===== src/rtl/min_sec_counter_pkg.sv =====
// -----------------------------------------------------------------------------
// min_sec_counter_pkg
// Shared constants and types for the minutes/seconds timebase.
//   ONES_MAX / SEC_TENS_MAX / MIN_TENS_MAX : terminal value of each BCD digit
//   ONES_W / TENS_W                        : digit widths
//   DEFAULT_CLK_DIV                        : clk_in cycles per second
//   presc_width()                          : prescaler register width for a divider
// -----------------------------------------------------------------------------
package min_sec_counter_pkg;

    localparam int ONES_W          = 4;
    localparam int TENS_W          = 3;
    localparam int ONES_MAX        = 9;
    localparam int SEC_TENS_MAX    = 5;
    localparam int MIN_TENS_MAX    = 5;
    localparam int DEFAULT_CLK_DIV = 1000000;

    // Display digits bundled in reading order mm:ss.
    typedef struct packed {
        logic [TENS_W-1:0] min_tens;
        logic [ONES_W-1:0] min_ones;
        logic [TENS_W-1:0] sec_tens;
        logic [ONES_W-1:0] sec_ones;
    } time_bcd_t;

    // Bits needed to hold 0..div-1; never less than one bit.
    function automatic int presc_width(input int div);
        int w;
        if (div <= 2) begin
            w = 1;
        end else begin
            w = $clog2(div);
        end
        return w;
    endfunction

endpackage


===== src/rtl/min_sec_counter_if.sv =====
// -----------------------------------------------------------------------------
// min_sec_counter_if
// Control and display bundle of the minutes/seconds timebase.
//   run                 : count enable (into the counter)
//   set_min             : minute-set pulse, only when TIME_SET_EN is defined
//   sec_ones..min_tens  : BCD display digits (out of the counter)
//   sec_tick, hour_tick : one-cycle pulses (out of the counter)
// Modports: master = the counter, slave = the controller/consumer side.
// -----------------------------------------------------------------------------
interface min_sec_counter_if;
    import min_sec_counter_pkg::*;

    logic              run;
`ifdef TIME_SET_EN
    logic              set_min;
`endif
    logic [ONES_W-1:0] sec_ones;
    logic [TENS_W-1:0] sec_tens;
    logic [ONES_W-1:0] min_ones;
    logic [TENS_W-1:0] min_tens;
    logic              sec_tick;
    logic              hour_tick;

    modport master (
        input  run,
`ifdef TIME_SET_EN
        input  set_min,
`endif
        output sec_ones,
        output sec_tens,
        output min_ones,
        output min_tens,
        output sec_tick,
        output hour_tick
    );

    modport slave (
        output run,
`ifdef TIME_SET_EN
        output set_min,
`endif
        input  sec_ones,
        input  sec_tens,
        input  min_ones,
        input  min_tens,
        input  sec_tick,
        input  hour_tick
    );

endinterface


===== src/rtl/min_sec_counter_bcd_digit_cnt.sv =====
// -----------------------------------------------------------------------------
// bcd_digit_cnt
// One registered digit of a modulo-(MAX+1) carry chain.
//   clk_in : clock          rst   : async active-high reset
//   inc    : step by one    clr   : synchronous clear, wins over inc
//   value  : registered digit
//   carry  : inc while value==MAX (next digit steps on the same edge)
// Any value above MAX returns to 0 on the next increment.
// -----------------------------------------------------------------------------
module bcd_digit_cnt #(
    parameter int WIDTH = 4,
    parameter int MAX   = 9
) (
    input  logic             clk_in,
    input  logic             rst,
    input  logic             inc,
    input  logic             clr,
    output logic [WIDTH-1:0] value,
    output logic             carry
);

    localparam logic [WIDTH-1:0] LAST = WIDTH'(MAX);

    logic [WIDTH-1:0] value_r;

    // Digit register: clear, wrap at MAX (or from an illegal value), else step.
    always_ff @(posedge clk_in or posedge rst) begin
        if (rst) begin
            value_r <= {WIDTH{1'b0}};
        end else if (clr) begin
            value_r <= {WIDTH{1'b0}};
        end else if (inc) begin
            if (value_r >= LAST) begin
                value_r <= {WIDTH{1'b0}};
            end else begin
                value_r <= value_r + WIDTH'(1);
            end
        end else begin
            value_r <= value_r;
        end
    end

    assign value = value_r;
    assign carry = inc && (value_r == LAST);

endmodule


===== src/rtl/min_sec_counter.sv =====
// -----------------------------------------------------------------------------
// min_sec_counter
// Divides clk_in by CLK_DIV to a 1 Hz step and counts mm:ss 00:00..59:59 in
// BCD, emitting sec_tick on each step and hour_tick on the 59:59->00:00 wrap.
//   clk_in : system clock (rising edge)
//   rst    : asynchronous active-high reset
//   bus    : min_sec_counter_if.master (run, [set_min], digits, ticks)
// Optional feature macro: TIME_SET_EN adds set_min (minute advance, clears
// seconds and prescaler, never raises a tick, takes priority over a wrap).
// -----------------------------------------------------------------------------
module min_sec_counter
    import min_sec_counter_pkg::*;
#(
    parameter int CLK_DIV = DEFAULT_CLK_DIV
) (
    input  logic                  clk_in,
    input  logic                  rst,
    min_sec_counter_if.master     bus
);

    localparam int                 PRESC_W    = presc_width(CLK_DIV);
    localparam logic [PRESC_W-1:0] PRESC_LAST = PRESC_W'(CLK_DIV - 1);

    logic [PRESC_W-1:0] presc_r;
    logic               wrap_s;
    logic               set_s;
    logic               sec_ones_carry_s;
    logic               sec_tens_carry_s;
    logic               min_ones_inc_s;
    logic               min_ones_carry_s;
    logic               min_tens_carry_s;
    logic               sec_tick_r;
    logic               hour_tick_r;
    time_bcd_t          disp_s;

`ifdef TIME_SET_EN
    assign set_s = bus.set_min;
`else
    assign set_s = 1'b0;
`endif

    assign wrap_s = bus.run && (presc_r == PRESC_LAST);

    // A set pulse steps minutes directly; otherwise minutes follow the seconds carry.
    assign min_ones_inc_s = set_s | sec_tens_carry_s;

    // Prescaler: holds while run is low so counting resumes at the same phase.
    always_ff @(posedge clk_in or posedge rst) begin
        if (rst) begin
            presc_r <= {PRESC_W{1'b0}};
        end else if (set_s || wrap_s) begin
            presc_r <= {PRESC_W{1'b0}};
        end else if (bus.run) begin
            presc_r <= presc_r + PRESC_W'(1);
        end else begin
            presc_r <= presc_r;
        end
    end

    // Tick pulses, registered alongside the digit update; a set suppresses both.
    always_ff @(posedge clk_in or posedge rst) begin
        if (rst) begin
            sec_tick_r  <= 1'b0;
            hour_tick_r <= 1'b0;
        end else begin
            sec_tick_r  <= wrap_s && !set_s;
            hour_tick_r <= wrap_s && !set_s && min_tens_carry_s;
        end
    end

    bcd_digit_cnt #(.WIDTH(ONES_W), .MAX(ONES_MAX)) u_sec_ones (
        .clk_in (clk_in),
        .rst    (rst),
        .inc    (wrap_s),
        .clr    (set_s),
        .value  (disp_s.sec_ones),
        .carry  (sec_ones_carry_s)
    );

    bcd_digit_cnt #(.WIDTH(TENS_W), .MAX(SEC_TENS_MAX)) u_sec_tens (
        .clk_in (clk_in),
        .rst    (rst),
        .inc    (sec_ones_carry_s),
        .clr    (set_s),
        .value  (disp_s.sec_tens),
        .carry  (sec_tens_carry_s)
    );

    bcd_digit_cnt #(.WIDTH(ONES_W), .MAX(ONES_MAX)) u_min_ones (
        .clk_in (clk_in),
        .rst    (rst),
        .inc    (min_ones_inc_s),
        .clr    (1'b0),
        .value  (disp_s.min_ones),
        .carry  (min_ones_carry_s)
    );

    bcd_digit_cnt #(.WIDTH(TENS_W), .MAX(MIN_TENS_MAX)) u_min_tens (
        .clk_in (clk_in),
        .rst    (rst),
        .inc    (min_ones_carry_s),
        .clr    (1'b0),
        .value  (disp_s.min_tens),
        .carry  (min_tens_carry_s)
    );

    assign bus.sec_ones  = disp_s.sec_ones;
    assign bus.sec_tens  = disp_s.sec_tens;
    assign bus.min_ones  = disp_s.min_ones;
    assign bus.min_tens  = disp_s.min_tens;
    assign bus.sec_tick  = sec_tick_r;
    assign bus.hour_tick = hour_tick_r;

endmodule

===== src/flat_wrapper.sv =====
// flat-port wrapper written by rule: the top's interface ports become plain ports
module min_sec_counter_flat import min_sec_counter_pkg::*;
#(
    parameter int CLK_DIV = DEFAULT_CLK_DIV
)
  (clk_in, rst, bus_run, bus_sec_ones, bus_sec_tens, bus_min_ones, bus_min_tens, bus_sec_tick, bus_hour_tick);
  min_sec_counter_if bus_i ();
  input  logic clk_in;
  input  logic rst;
  input wire logic [$bits(bus_i.run)-1:0] bus_run;
  output wire logic [$bits(bus_i.sec_ones)-1:0] bus_sec_ones;
  output wire logic [$bits(bus_i.sec_tens)-1:0] bus_sec_tens;
  output wire logic [$bits(bus_i.min_ones)-1:0] bus_min_ones;
  output wire logic [$bits(bus_i.min_tens)-1:0] bus_min_tens;
  output wire logic [$bits(bus_i.sec_tick)-1:0] bus_sec_tick;
  output wire logic [$bits(bus_i.hour_tick)-1:0] bus_hour_tick;
  assign bus_i.run = bus_run;
  assign bus_sec_ones = bus_i.sec_ones;
  assign bus_sec_tens = bus_i.sec_tens;
  assign bus_min_ones = bus_i.min_ones;
  assign bus_min_tens = bus_i.min_tens;
  assign bus_sec_tick = bus_i.sec_tick;
  assign bus_hour_tick = bus_i.hour_tick;
  min_sec_counter #(.CLK_DIV(CLK_DIV)) u_core (.clk_in(clk_in), .rst(rst), .bus(bus_i));
endmodule

===== config.mk =====
export PLATFORM = sky130hd
export DESIGN_NAME = min_sec_counter_flat
export DESIGN_NICKNAME = d
export VERILOG_FILES = /design/src/rtl/min_sec_counter_pkg.sv /design/src/rtl/min_sec_counter_if.sv /design/src/rtl/min_sec_counter_bcd_digit_cnt.sv /design/src/rtl/min_sec_counter.sv /design/src/flat_wrapper.sv
export SDC_FILE = /design/constraint.sdc
export NUM_CORES = 1
export LEC_CHECK = 0
export ABC_AREA = 1
export BUFFER_PORTS_ARGS = -buffer_cell sky130_fd_sc_hd__buf_2
export CAP_MARGIN = 20
export CORE_MARGIN = 2
export CORE_UTILIZATION = 26
export DETAILED_ROUTE_END_ITERATION = 8
export MAX_ROUTING_LAYER = met4
export PLACE_DENSITY = 0.46
export SYNTH_ARGS = -nofsm -noshare
export SYNTH_HDL_FRONTEND = slang
export SYNTH_SLANG_ARGS = --single-unit

===== constraint.sdc =====
create_clock -name clk_in -period 3.5 [get_ports clk_in]
set_input_delay 0.175 -clock clk_in [delete_from_list [all_inputs] [get_ports clk_in]]
set_output_delay 0.175 -clock clk_in [all_outputs]
set_load 0.1 [all_outputs]

Word level (Yosys, flattened, before mapping)
Cells that the tools add are included.
{ "op_classes": {"n_addsub": 5, "order_cmp": 4, "n_eq_ne": 5, "muxes": 6, "reduce_logical": 7} }
{ "op_table": {"columns": ["cell", "n"], "rows": [
  ["20-bit two-way mux", 2],
  ["20-bit by 1-bit adder with 20-bit output (second input constant)", 1],
  ["20-bit == test (second input constant)", 1],
  ["4-bit by 1-bit adder with 4-bit output (second input constant)", 2],
  ["4-bit == test (second input constant)", 2],
  ["4-bit >= comparator (second input constant)", 2],
  ["4-bit two-way mux", 2],
  ["3-bit by 1-bit adder with 3-bit output (second input constant)", 2],
  ["3-bit == test (second input constant)", 2],
  ["3-bit >= comparator (second input constant)", 2],
  ["1-bit logical AND", 6],
  ["3-bit two-way mux", 2],
  ["2-bit nonzero test", 1]
]} }
{ "totals": {"regBits": 36, "inputBits": 3, "output_inout_bits": 16, "word_cells": 34} }

Depth between registers and ports, before layout
Gate-level depths: netlist of run 1.
{ "logic_depth": {"ltp_word": 7, "ltp_mapped": 10} }

Cells and area by module
From an unflattened synthesis of run 1, not the netlist that was laid out.
{ "unflattened": {"hier_cells": 304, "area_unflattened_um2": 2189.6} }
{ "modules_own_cells": {"columns": ["mod", "instances", "cells_each", "area_each_um2"], "rows": [
  ["min_sec_counter", 1, 186, 1288.7],
  ["bcd_digit_cnt (u_core.u_min_ones ...)", 2, 34, 261.5],
  ["bcd_digit_cnt (u_core.u_min_tens ...)", 2, 25, 188.9]
]} }

Worst setup path before layout of run 1
Ideal clock, no wire load.
{ "synth_path": {"kind": "register to register", "startpoint": "reg u_core.u_sec_ones.value_r[0], in the netlist u_core.u_sec_ones.value[0]", "endpoint": "reg u_core.u_min_tens.value_r[0], in the netlist u_core.u_min_tens.value[0]", "setup_ns": 0.125, "t_arrival_ns": 1.982, "path_slack_ns": 1.393, "stages_incl_launch_ff": 7, "path_cell_list": "dfrtp_1 > ha_1 > nand3_1 > inv_1 > nand4_2 > nand2_1 > o21ai_1"} }
{ "synth_between": {"elab_chain_len": 4} }
{ "synth_rtl": {"columns": ["element", "line", "text"], "rows": [
  ["from (decl)", "min_sec_counter_bcd_digit_cnt.sv:24", "logic [WIDTH-1:0] value_r;"],
  ["from (signal assigned)", "min_sec_counter_bcd_digit_cnt.sv:29", "value_r <= {WIDTH{1'b0}};"],
  ["from (signal assigned)", "min_sec_counter_bcd_digit_cnt.sv:31", "value_r <= {WIDTH{1'b0}};"],
  ["from (signal assigned)", "min_sec_counter_bcd_digit_cnt.sv:34", "value_r <= {WIDTH{1'b0}};"],
  ["4-bit == test", "min_sec_counter_bcd_digit_cnt.sv:44", "assign carry = inc && (value_r == LAST);"],
  ["1-bit logical AND (3 in series)", "min_sec_counter_bcd_digit_cnt.sv:44", null],
  ["to (signal assigned)", "min_sec_counter_bcd_digit_cnt.sv:34", null],
  ["to (signal assigned)", "min_sec_counter_bcd_digit_cnt.sv:36", "value_r <= value_r + WIDTH'(1);"],
  ["to (signal assigned)", "min_sec_counter_bcd_digit_cnt.sv:39", "value_r <= value_r;"],
  ["to (decl)", "min_sec_counter_bcd_digit_cnt.sv:24", null]
]} }
No other way between the ends.
A chain may end at the register's enable or synchronous reset.

Worst setup path in the final report of run 1
{ "layout_path": {"startpoint": "reg u_core.presc_r[1]", "endpoint": "reg u_core.presc_r[18]"} }
{ "layout_between": {"elab_chain_len": 3} }
{ "layout_rtl": {"columns": ["element", "line", "text"], "rows": [
  ["from (decl)", "min_sec_counter.sv:24", "logic [PRESC_W-1:0] presc_r;"],
  ["from (signal assigned)", "min_sec_counter.sv:50", "presc_r <= {PRESC_W{1'b0}};"],
  ["from (signal assigned)", "min_sec_counter.sv:52", "presc_r <= {PRESC_W{1'b0}};"],
  ["from (signal assigned)", "min_sec_counter.sv:54", "presc_r <= presc_r + PRESC_W'(1);"],
  ["20-bit by 1-bit adder with 20-bit output / 20-bit == test (equally long branches)", "min_sec_counter.sv:54, min_sec_counter.sv:42", null],
  ["20-bit two-way mux / 1-bit logical AND (equally long branches)", "min_sec_counter.sv:53, min_sec_counter.sv:42", null],
  ["20-bit two-way mux / 2-bit nonzero test (equally long branches)", null, null]
]} }
Parallel ways exist; a longest one is shown, timed or not. The select of a mux whose other input is x is not followed.

==> key figures, run 1 <==
Setup path
  – CP Class: flip-flop to flip-flop
  – Crit-path max FO: 14
  – Worst EP required: between 3000 and 4000 ps
  – Flop-to-flop setup slack: 1750 ps
  – Critical path capture point type: flip-flop
  – Critical R2R Launch: u_core.presc_r[1]
  – RR Endpoint: u_core.presc_r[18]
  – Crit path DAT: roughly 1900 ps
  – Crit. Startpoint: u_core.presc_r[1]
  – Startpoint type of the worst setup path: flip-flop
  – Worst reg2reg path depth: 10
  – CP Capture Point: u_core.presc_r[18]

Final layout
  – Inserted Diodes: 0
  – Final std cells w/o fill: roughly 410
  – Filler cells: approximately 900
  – Area grow syn2layout: 12.81%
  – Layout cells sized above 1: about 15%
  – Total Nets Final: 320

Logic synthesis
  – Yosys top cell area share: between 40% and 50%
  – Synth async-reset ratio: 100.0%
  – Top-count cell post-synth: nand2_1
  – Syn Area/Cell: slightly below 8 um2
  – Net Count, Synth: 297
  – Mapped Cells: roughly 280
  – Post-synth top cells: nand2_1 (52), inv_1 (45), nor2_1 (39)
  – Synthesized area: ~2200 um2
  – Yosys reg bits: 36
  – Main synth FF type: dfrtp_1
  – Ranking of synthesized cells by area: dfrtp_1 (40%), nand2_1 (8.7%), inv_1 (7.6%)
  – Total number of yosys warnings: 0
  – Synth area leader: dfrtp_1
  – Sequential fraction of the synthesis area: 40.27%
  – Synth cell types: 34
  – EDFF count, synth: 0

Clocking
  – CTS tree: built
  – Post-CTS setup buffers: 0
  – Clock root buffer: clkbuf_8
  – Clk slew on worst S/H paths: around 80 ps
  – Post-CTS Resized: 0
  – Worst skew pair latency: 290 ps
  – TritonCTS Buffers: 5
  – Sink Count: 36
  – Clk buf depth: 2
  – Hold-fix buffers at CTS: 0
  – H-tree Lvls: 2

Route
  – DR DRC count: 0
  – Via Count: around 1800
  – Post-route ant nets: 0
  – Drt wl/cell: about 12 um
  – Drt pass-1 iters: 4
  – Initial DRC count: 46
  – Vias per cell: 4.364
  – WL final: 4.756 mm

STA
  – Fin Setup TNS: 0 ps
  – Min Tclk post-route: between 1500 and 2000 ps
  – Final Worst Setup Slack: ~1700 ps
  – Peak Freq: 0.5713 GHz
  – Max Clock Skew: 9.456 ps
  – Final Hold Fails: 29
  – Worst rel slew slack: about two thirds
  – Fin crit share: 50.01%
  – Worst slew pin tran: between 400 and 500 ps
  – Final Setup Violations: 0
  – Max-slew violation count: 0
  – RSZ-0062 raised after global routing: no
  – Final hold slack: -17.24 ps

Floorplan
  – Initial core utilization: 26.96%
  – Die Ht: ~97 um
  – Die Area: about 9400 um2
  – Core area: a little over 8000 um2
  – Horiz. Die Dim: 96.76 um
  – IO Pins: 19
  – # rows: 33

Run
  – Maximum Capacitance Violations: 0

Worst hold path
  – Worst min-delay path class: input pin to async pin

Pwr
  – Power Total: about 0.00097 W
  – Worst VDD drop: approximately 0.15 mV
  – Leak: 1.311 nW
  – Pwr dens: approximately 380 nW/um2

Global route
  – Number of antenna violations at the first check in global routing: 0
  – First-pass GRT wire length: between 8 and 9 mm
  – Largest net degree at the start of global routing: 37
  – Global route total overflow: 0
  – Tot GR Track Use: 11.13%
  – Vias in the first global route: about 1700

Status
  – Run status: finished, violations left
  – Failing checks: negative hold slack

Placement
  – Placed wire-length estimate: approximately 3.5 mm
  – Placed cell count: 404
  – Port-buffer cells: 18
  – Placer Congestion: 0.7715
  – DP Worst Slack: around 1800 ps
==> layer usage <==
| layer | share of wire, % | global-route usage (%) | vias to the layer above |
|---|---|---|---|
| met5 | 0 | - | - |
| met4 | 1.3 | 3.034 | 0 |
| met3 | 3.8 | 2.168 | 6 |
| met2 | 45 | 17.41 | 31 |
| met1 | 50 | 14.80 | 816 |
| li1 | - | - | 945 |
==> worst max-delay path, stage by stage, from the launching register on <==
cell and delay [ps]:
dfrtp_1 380, ha_1 230, nand2_2 100, nor2_4 160
nand3_4 130, nor2_8 240, inv_1 130, nand2_1 90
o21ai_1 70, nand2_1 60, inv_1 30
==> cells in the final DEF, fill, tap and decap left out, types with 3 or more instances in the layout <==
cell	n
xor2_1	7
xnor2_1	3
inv_1	45
buf_2	18
o21ai_0	10
dfrtp_1	36
nor3_1	3
nor2_1	39
o21ai_1	10
nand3_1	17
nand4_1	7
clkbuf_8	6
nor2_2	5
nand2_1	52
a21oi_1	10
ha_1	11
==> cell type report <==
class	instances	area, um2	area share, %
multi-input cells	197	1127	44.67
inverters	47	176.4	6.991
well taps	105	131.4	5.206
clock buffers	8	90.09	3.570
flip-flops and latches	36	900.9	35.70
repair buffers	19	97.59	3.867
==> worst min path at each step <==
stage	from	end	slack, ps	depth (start not counted)
final	rst	u_core.bus.hour_tick	-20	3
after global routing	rst	u_core.presc_r[11]	40	3
after CTS	rst	u_core.presc_r[12]	10	3
after detailed placement	rst	u_core.u_sec_tens.value[1]	330	3
after global placement	rst	u_core.u_sec_tens.value[1]	330	3
after floorplan	rst	u_core.bus.hour_tick	340	1
==> per-stage QoR <==
| stage | util, % | area, um2 |
|---|---|---|
| 2_1_floorplan | - | 2237 |
| 3_3_place_gp | 29.32 | 2434 |
| 3_5_place_dp | 29.32 | 2434 |
| 4_1_cts | 30.41 | 2524 |
| 5_1_grt | 30.41 | 2524 |
| 6_report | 30.41 | 2524 |
==> cell families after synthesis <==
family	Yosys count	synth area share, %
buffers and inverters	50	9.340
and+or+nand+nor	142	32.38
adders and majority gates	11	6.152
xor gates and xnor gates	10	3.915
AOI/OAI and AO/OA	34	7.942
DFF	36	40.27
==> power breakdown <==
part | internal [W] | switching (W)
registers | 0.000453 | 0.0000608
clock network | 0.000161 | 0.000158
logic | 0.0000511 | 0.0000871
==> flip-flops by register name (all words and copies together) (netlist names) <==
name,cells
u_core.u_min_ones.value,4
u_core.u_sec_tens.value,3
u_core.bus.sec_tick,1
u_core.bus.hour_tick,1
u_core.u_min_tens.value,3
u_core.u_sec_ones.value,4
u_core.presc_r,20
No activity file was read; power rests on OpenSTA's default activity.
==> run 2: changes to the inputs <==
--- a/config.mk
+++ b/config.mk
@@ -12,7 +12,7 @@
 export CORE_UTILIZATION = 26
 export DETAILED_ROUTE_END_ITERATION = 8
 export MAX_ROUTING_LAYER = met4
-export PLACE_DENSITY = 0.46
+export PLACE_DENSITY = 0.48
 export SYNTH_ARGS = -nofsm -noshare
 export SYNTH_HDL_FRONTEND = slang
 export SYNTH_SLANG_ARGS = --single-unit
==> constraint.sdc (replaced) <==
create_clock -name clk_in -period 1.45 [get_ports clk_in]
set_input_delay 0.0725 -clock clk_in [delete_from_list [all_inputs] [get_ports clk_in]]
set_output_delay 0.0725 -clock clk_in [all_outputs]
set_load 0.1 [all_outputs]
==> key figures, run 2 (synthesized netlist as in run 1, its figures left out) <==
Placement
  – Port-buffer cells: 18
  – DP Worst Slack: -90.69 ps
  – Placed wire-length estimate: roughly 4 mm
  – Placer Congestion: 0.8020

Route
  – Via Count: about 2000
  – Vias per cell: approximately 4.3
  – Drt wl/cell: 11.84 um
  – Initial DRC count: between 60 and 70
  – Drt pass-1 iters: 4
  – DR DRC count: 0
  – WL final: ~5.5 mm
  – Post-route ant nets: 0

Status
  – Run status: finished, violations left
  – Failing checks: negative setup slack

Global route
  – First-pass GRT wire length: 9.611 mm
  – Number of antenna violations at the first check in global routing: 0
  – Largest net degree at the start of global routing: 37
  – Tot GR Track Use: about 13%
  – Vias in the first global route: 2019
  – Global route total overflow: 0

Setup path
  – Critical path cell sequence: ha_4 -> nand2_4 -> nor2_4 -> nand3_4 -> nor2_8 -> buf_6 -> nand2_1 -> a21boi_1
  – Slowest-stage cell, CP: dfrtp_1
  – CP Class: flip-flop to flip-flop
  – RR Endpoint: u_core.u_sec_ones.value[3]
  – Flop-to-flop setup slack: -100 ps
  – Critical R2R Launch: u_core.presc_r[1]
  – Crit-path max FO: 6
  – Startpoint type of the worst setup path: flip-flop
  – Critical path capture point type: flip-flop
  – Crit path DAT: ~1700 ps
  – Worst reg2reg path depth: 8
  – Worst EP required: around 1600 ps
  – Critical Path Max Stage Delay: ~400 ps

Floorplan
  – Core area: roughly 8300 um2
  – Die Area: between 9000 and 10000 um2
  – Horiz. Die Dim: 96.76 um
  – IO Pins: 19
  – Initial core utilization: a little over a quarter
  – Die Ht: ~97 um
  – # rows: 33

Clocking
  – CTS tree: built
  – Clock root buffer: clkbuf_8
  – Worst skew pair latency: 290 ps
  – H-tree Lvls: 2
  – Clk slew on worst S/H paths: ~80 ps
  – Clk buf depth: 2
  – TritonCTS Buffers: 5
  – Sink Count: 36

STA
  – Worst slew pin tran: between 400 and 500 ps
  – Final Worst Setup Slack: -104.0 ps
  – RSZ-0062 raised after global routing: yes
  – Peak Freq: around 0.64 GHz
  – Fin Setup TNS: -980.5 ps
  – Final Setup Violations: 17
  – Max Clock Skew: around 6.2 ps
  – Final hold slack: between 100 and 150 ps
  – Max-slew violation count: 0
  – Final Hold Fails: 0
  – Worst rel slew slack: roughly two thirds
  – Fin crit share: 107.2%
  – Min Tclk post-route: approximately 1600 ps

Final layout
  – Footprint of the multi-input gates: between 1000 and 1500 um2
  – Area grow syn2layout: 41.39%
  – Max reg flops: 20
  – Inserted Diodes: 0
  – Largest Register: u_core.presc_r
  – Total Nets Final: about 370
  – Filler cells: slightly below 900
  – Register area: slightly above 900 um2
  – Commonest cells after routing, fill and taps aside: nand2_1 (48), buf_4 (48), inv_1 (36)
  – Layout cells sized above 1: between 40% and 50%

Worst hold path
  – Worst min-delay path class: input pin to flip-flop
  – Hold Path End: u_core.presc_r[0]
  – Hold path startpoint: bus_run
  – Hold Path Cell Cnt: 2

Pwr
  – Pwr dens: ~880 nW/um2
  – Worst VDD drop: approximately 0.47 mV
  – Leak: 1.574 nW
  – Power Total: 0.002773 W

Run
  – Maximum Capacitance Violations: 0
run 2: cell count changes in the layout (fill, tap and decap cells not counted), sizes merged:
cell	delta
clkinv	+1
bufinv	+1
clkbuf	-3
dlygate4sd3	+1
clkinvlp	+1
buf	+50
run 2: layout make-up:
cell class | count | area share [%]
flip-flops and latches | 36 | 29.59
well taps | 105 | 4.153
clock buffers | 5 | 2.176
repair buffers | 70 | 15.63
multi-input cells | 197 | 41.30
inverters | 47 | 5.815
clock inverters | 3 | 1.345
run 2: repair_timing:
item | 4_1_cts | 5_1_grt
hold buffers | 1 | 0
pin swaps | 9 | 14
endpoints found under the hold margin | 36 | 0
setup buffers | 2 | 4
resized for setup | 13 | 25
setup endpoints to repair | 23 | 30
run 2: routing by layer:
layer | part of all wire (%) | global-route usage (%)
met1 | 46 | 16.03
met2 | 48 | 20.62
met3 | 3.5 | 2.746
met4 | 1.8 | 4.442
met5 | 0 | -
run 2: per-stage QoR:
step | util, % | instance area (um2) | cells
2_1_floorplan | - | 2337 | 283
3_3_place_gp | 34.51 | 2864 | 448
3_5_place_dp | 34.51 | 2864 | 448
4_1_cts | 36.79 | 3053 | 459
5_1_grt | 38.11 | 3163 | 463
6_report | 38.11 | 3163 | 463
run 2: worst max path at each step:
stage          slack (ps)  cells past startpoint                       start                          to
2_1_floorplan           1                      7  u_core.u_min_ones.value[1]  u_core.u_min_tens.value[0]
3_3_place_gp         -100                      7           u_core.presc_r[6]          u_core.presc_r[17]
3_5_place_dp          -90                      8           u_core.presc_r[0]  u_core.u_sec_ones.value[3]
4_1_cts              -100                     10           u_core.presc_r[0]          u_core.presc_r[18]
5_1_grt              -210                      9           u_core.presc_r[1]  u_core.u_sec_ones.value[0]
6_report             -100                      8           u_core.presc_r[1]  u_core.u_sec_ones.value[3]
run 2: where the power goes:
group	leakage, nW	switching (W)	internal [W]
logic	1.11	0.000338	0.000327
clock network	0.0541	0.000402	0.000509
registers	0.408	0.000103	0.00109
total	1.57	0.000842	0.00193
run 2: critical path, delay by kind of cell, from the launching register on:
kind	cells	cell delay, ps
buffers and inverters	1	140
AND/OR/NAND/NOR	5	590
AO/OA/AOI/OAI	1	140
flip-flops	1	400
adder cells (fa/ha/maj)	1	180
==> run 3: changes to the inputs <==
--- a/config.mk
+++ b/config.mk
@@ -13,6 +13,7 @@
 export DETAILED_ROUTE_END_ITERATION = 8
 export MAX_ROUTING_LAYER = met4
 export PLACE_DENSITY = 0.48
+export SKIP_LAST_GASP = 1
 export SYNTH_ARGS = -nofsm -noshare
 export SYNTH_HDL_FRONTEND = slang
 export SYNTH_SLANG_ARGS = --single-unit
==> key figures, run 3 (synthesized netlist as in run 1, its figures left out) <==
Route
  – DR DRC count: 0
  – Post-route ant nets: 0
  – Metal2 WL: 2.658 mm
  – Met3 WL: approximately 200 um
  – Via Count: 1993
  – Drt wl/cell: 11.83 um
  – Initial DRC count: 63
  – WL final: about 5.5 mm
  – Vias per cell: 4.305
  – Drt pass-1 iters: 4
  – Wire length on met1: approximately 2.5 mm
  – Top sig layer: met4

Final layout
  – Final Util: 38.11%
  – Area grow syn2layout: 41.39%
  – Filler cells: between 800 and 900
  – Commonest cells after routing, fill and taps aside: nand2_1 (48), buf_4 (48), inv_1 (36)
  – Total Nets Final: around 370
  – Max reg flops: 20
  – Largest Register: u_core.presc_r
  – Inserted Diodes: 0
  – Final std cells w/o fill: 463
  – Layout cells sized above 1: between 40% and 50%

STA
  – Final hold slack: between 100 and 150 ps
  – Min Tclk post-route: between 1500 and 2000 ps
  – Worst rel slew slack: between 60% and 70%
  – RSZ-0062 raised after global routing: yes
  – Worst slew pin tran: 491.0 ps
  – Max Clock Skew: slightly above 6 ps
  – Peak Freq: roughly 0.64 GHz
  – Final Setup Violations: 17
  – Final Hold Fails: 0
  – Fin Setup TNS: -940.1 ps
  – Fin crit share: 106.9%
  – Final Worst Setup Slack: -100.8 ps
  – Max-slew violation count: 0

Global route
  – Number of antenna violations at the first check in global routing: 0
  – Tot GR Track Use: 12.82%
  – Largest net degree at the start of global routing: 37
  – Global route total overflow: 0
  – Vias in the first global route: 2019
  – First-pass GRT wire length: roughly 9.6 mm

Placement
  – Port-buffer cells: 18
  – Placer Congestion: 0.8020
  – DP Worst Slack: -90.69 ps
  – Placed cell count: approximately 450
  – Placed wire-length estimate: slightly above 4 mm

Clocking
  – Sink Count: 36
  – Clock root buffer: clkbuf_8
  – Worst skew pair latency: approximately 290 ps
  – H-tree Lvls: 2
  – TritonCTS Buffers: 5
  – Clk buf depth: 2
  – Clk slew on worst S/H paths: around 80 ps
  – CTS tree: built

Floorplan
  – Die Ht: a little under 100 um
  – # rows: 33
  – Horiz. Die Dim: just under 100 um
  – IO Pins: 19
  – Core area: just over 8000 um2
  – Initial core utilization: 26.96%
  – Die Area: between 9000 and 10000 um2

Status
  – Failing checks: negative setup slack
  – Run status: finished, violations left

Pwr
  – Pwr dens: around 900 nW/um2
  – Leak: around 1.6 nW
  – Worst VDD drop: between 0.4 and 0.5 mV

Setup path
  – CP Class: flip-flop to flip-flop
  – Crit. Startpoint: u_core.presc_r[1]
  – Critical path capture point type: flip-flop
  – Critical R2R Launch: u_core.presc_r[1]
  – Critical Path Max Stage Delay: about 400 ps
  – Critical path cell sequence: ha_4 -> nand2_4 -> nor2_4 -> nand3_4 -> nor2_8 -> buf_6 -> nand2_1 -> a21boi_1
  – Slowest-stage cell, CP: dfrtp_1
  – Startpoint type of the worst setup path: flip-flop
  – Crit path DAT: between 1500 and 2000 ps
  – Worst reg2reg path depth: 8
  – Crit-path max FO: 6
  – Worst EP required: approximately 1600 ps

Worst hold path
  – Worst min-delay path class: input pin to flip-flop
  – Hold path startpoint: bus_run
  – Hold Path Cell Cnt: 2

Run
  – Maximum Capacitance Violations: 0
## run 3: cell counts in the layout (fill, tap and decap cells not counted)
No cell type changed its count.
## run 3: metrics by stage
stage               total power [W]  instance area (um2)
finish                     0.002773                 3163
global route               0.002932                 3163
CTS                        0.002761                 3050
detailed placement         0.001812                 2864
global placement           0.001800                 2864
floorplan                  0.001519                 2337
## run 3: layer usage
layer,vias to the layer above,track usage [%]
li1,1051,-
met3,11,2.746
met5,-,-
met2,27,20.62
met1,904,16.03
met4,0,4.442
## run 3: critical path, delay by kind of cell, from the launching register on
kind                       cells  cell delay [ps]
AOI/OAI and AO/OA              1              140
DFF                            1              400
adders and majority gates      1              180
buffers and inverters          1              140
and+or+nand+nor                5              590
## run 3: final timing paths
| kind | slack [ps] | to |
|---|---|---|
| worst max-delay path | -100 | u_core.u_sec_ones.value[3] |
| worst min-delay path | 130 | u_core.presc_r[0] |
| worst max register to register | -100 | u_core.u_sec_ones.value[3] |
| worst min register to register | 530 | u_core.presc_r[11] |
| max in group asynchronous | 630 | u_core.u_sec_ones.value[1] |
| min in group asynchronous | 440 | u_core.u_min_tens.value[1] |
## run 3: power breakdown
group	internal, W	total (W)	leakage [nW]	switching (W)
Combinational	0.000327	0.000664	1.11	0.000338
Sequential	0.00109	0.00120	0.408	0.000103
Clock	0.000509	0.000911	0.0541	0.000402
Total	0.00193	0.00277	1.57	0.000842
## run 3: timing repair
action,in CTS,in global routing
setup buffers,2,4
endpoints found under the setup margin,23,30
hold buffers,1,0
hold endpoints to repair,36,0
pin swaps,9,13
gates resized for setup,12,26
## run 3: cell type report
cell class	count	area [um2]	share of cell area, %
flip-flops and latches	36	935.9	29.59
clock buffers	5	68.82	2.176
inverters	47	183.9	5.815
clock inverters	3	42.54	1.345
repair buffers	70	494.2	15.63
well taps	105	131.4	4.153
multi-input cells	197	1306	41.30
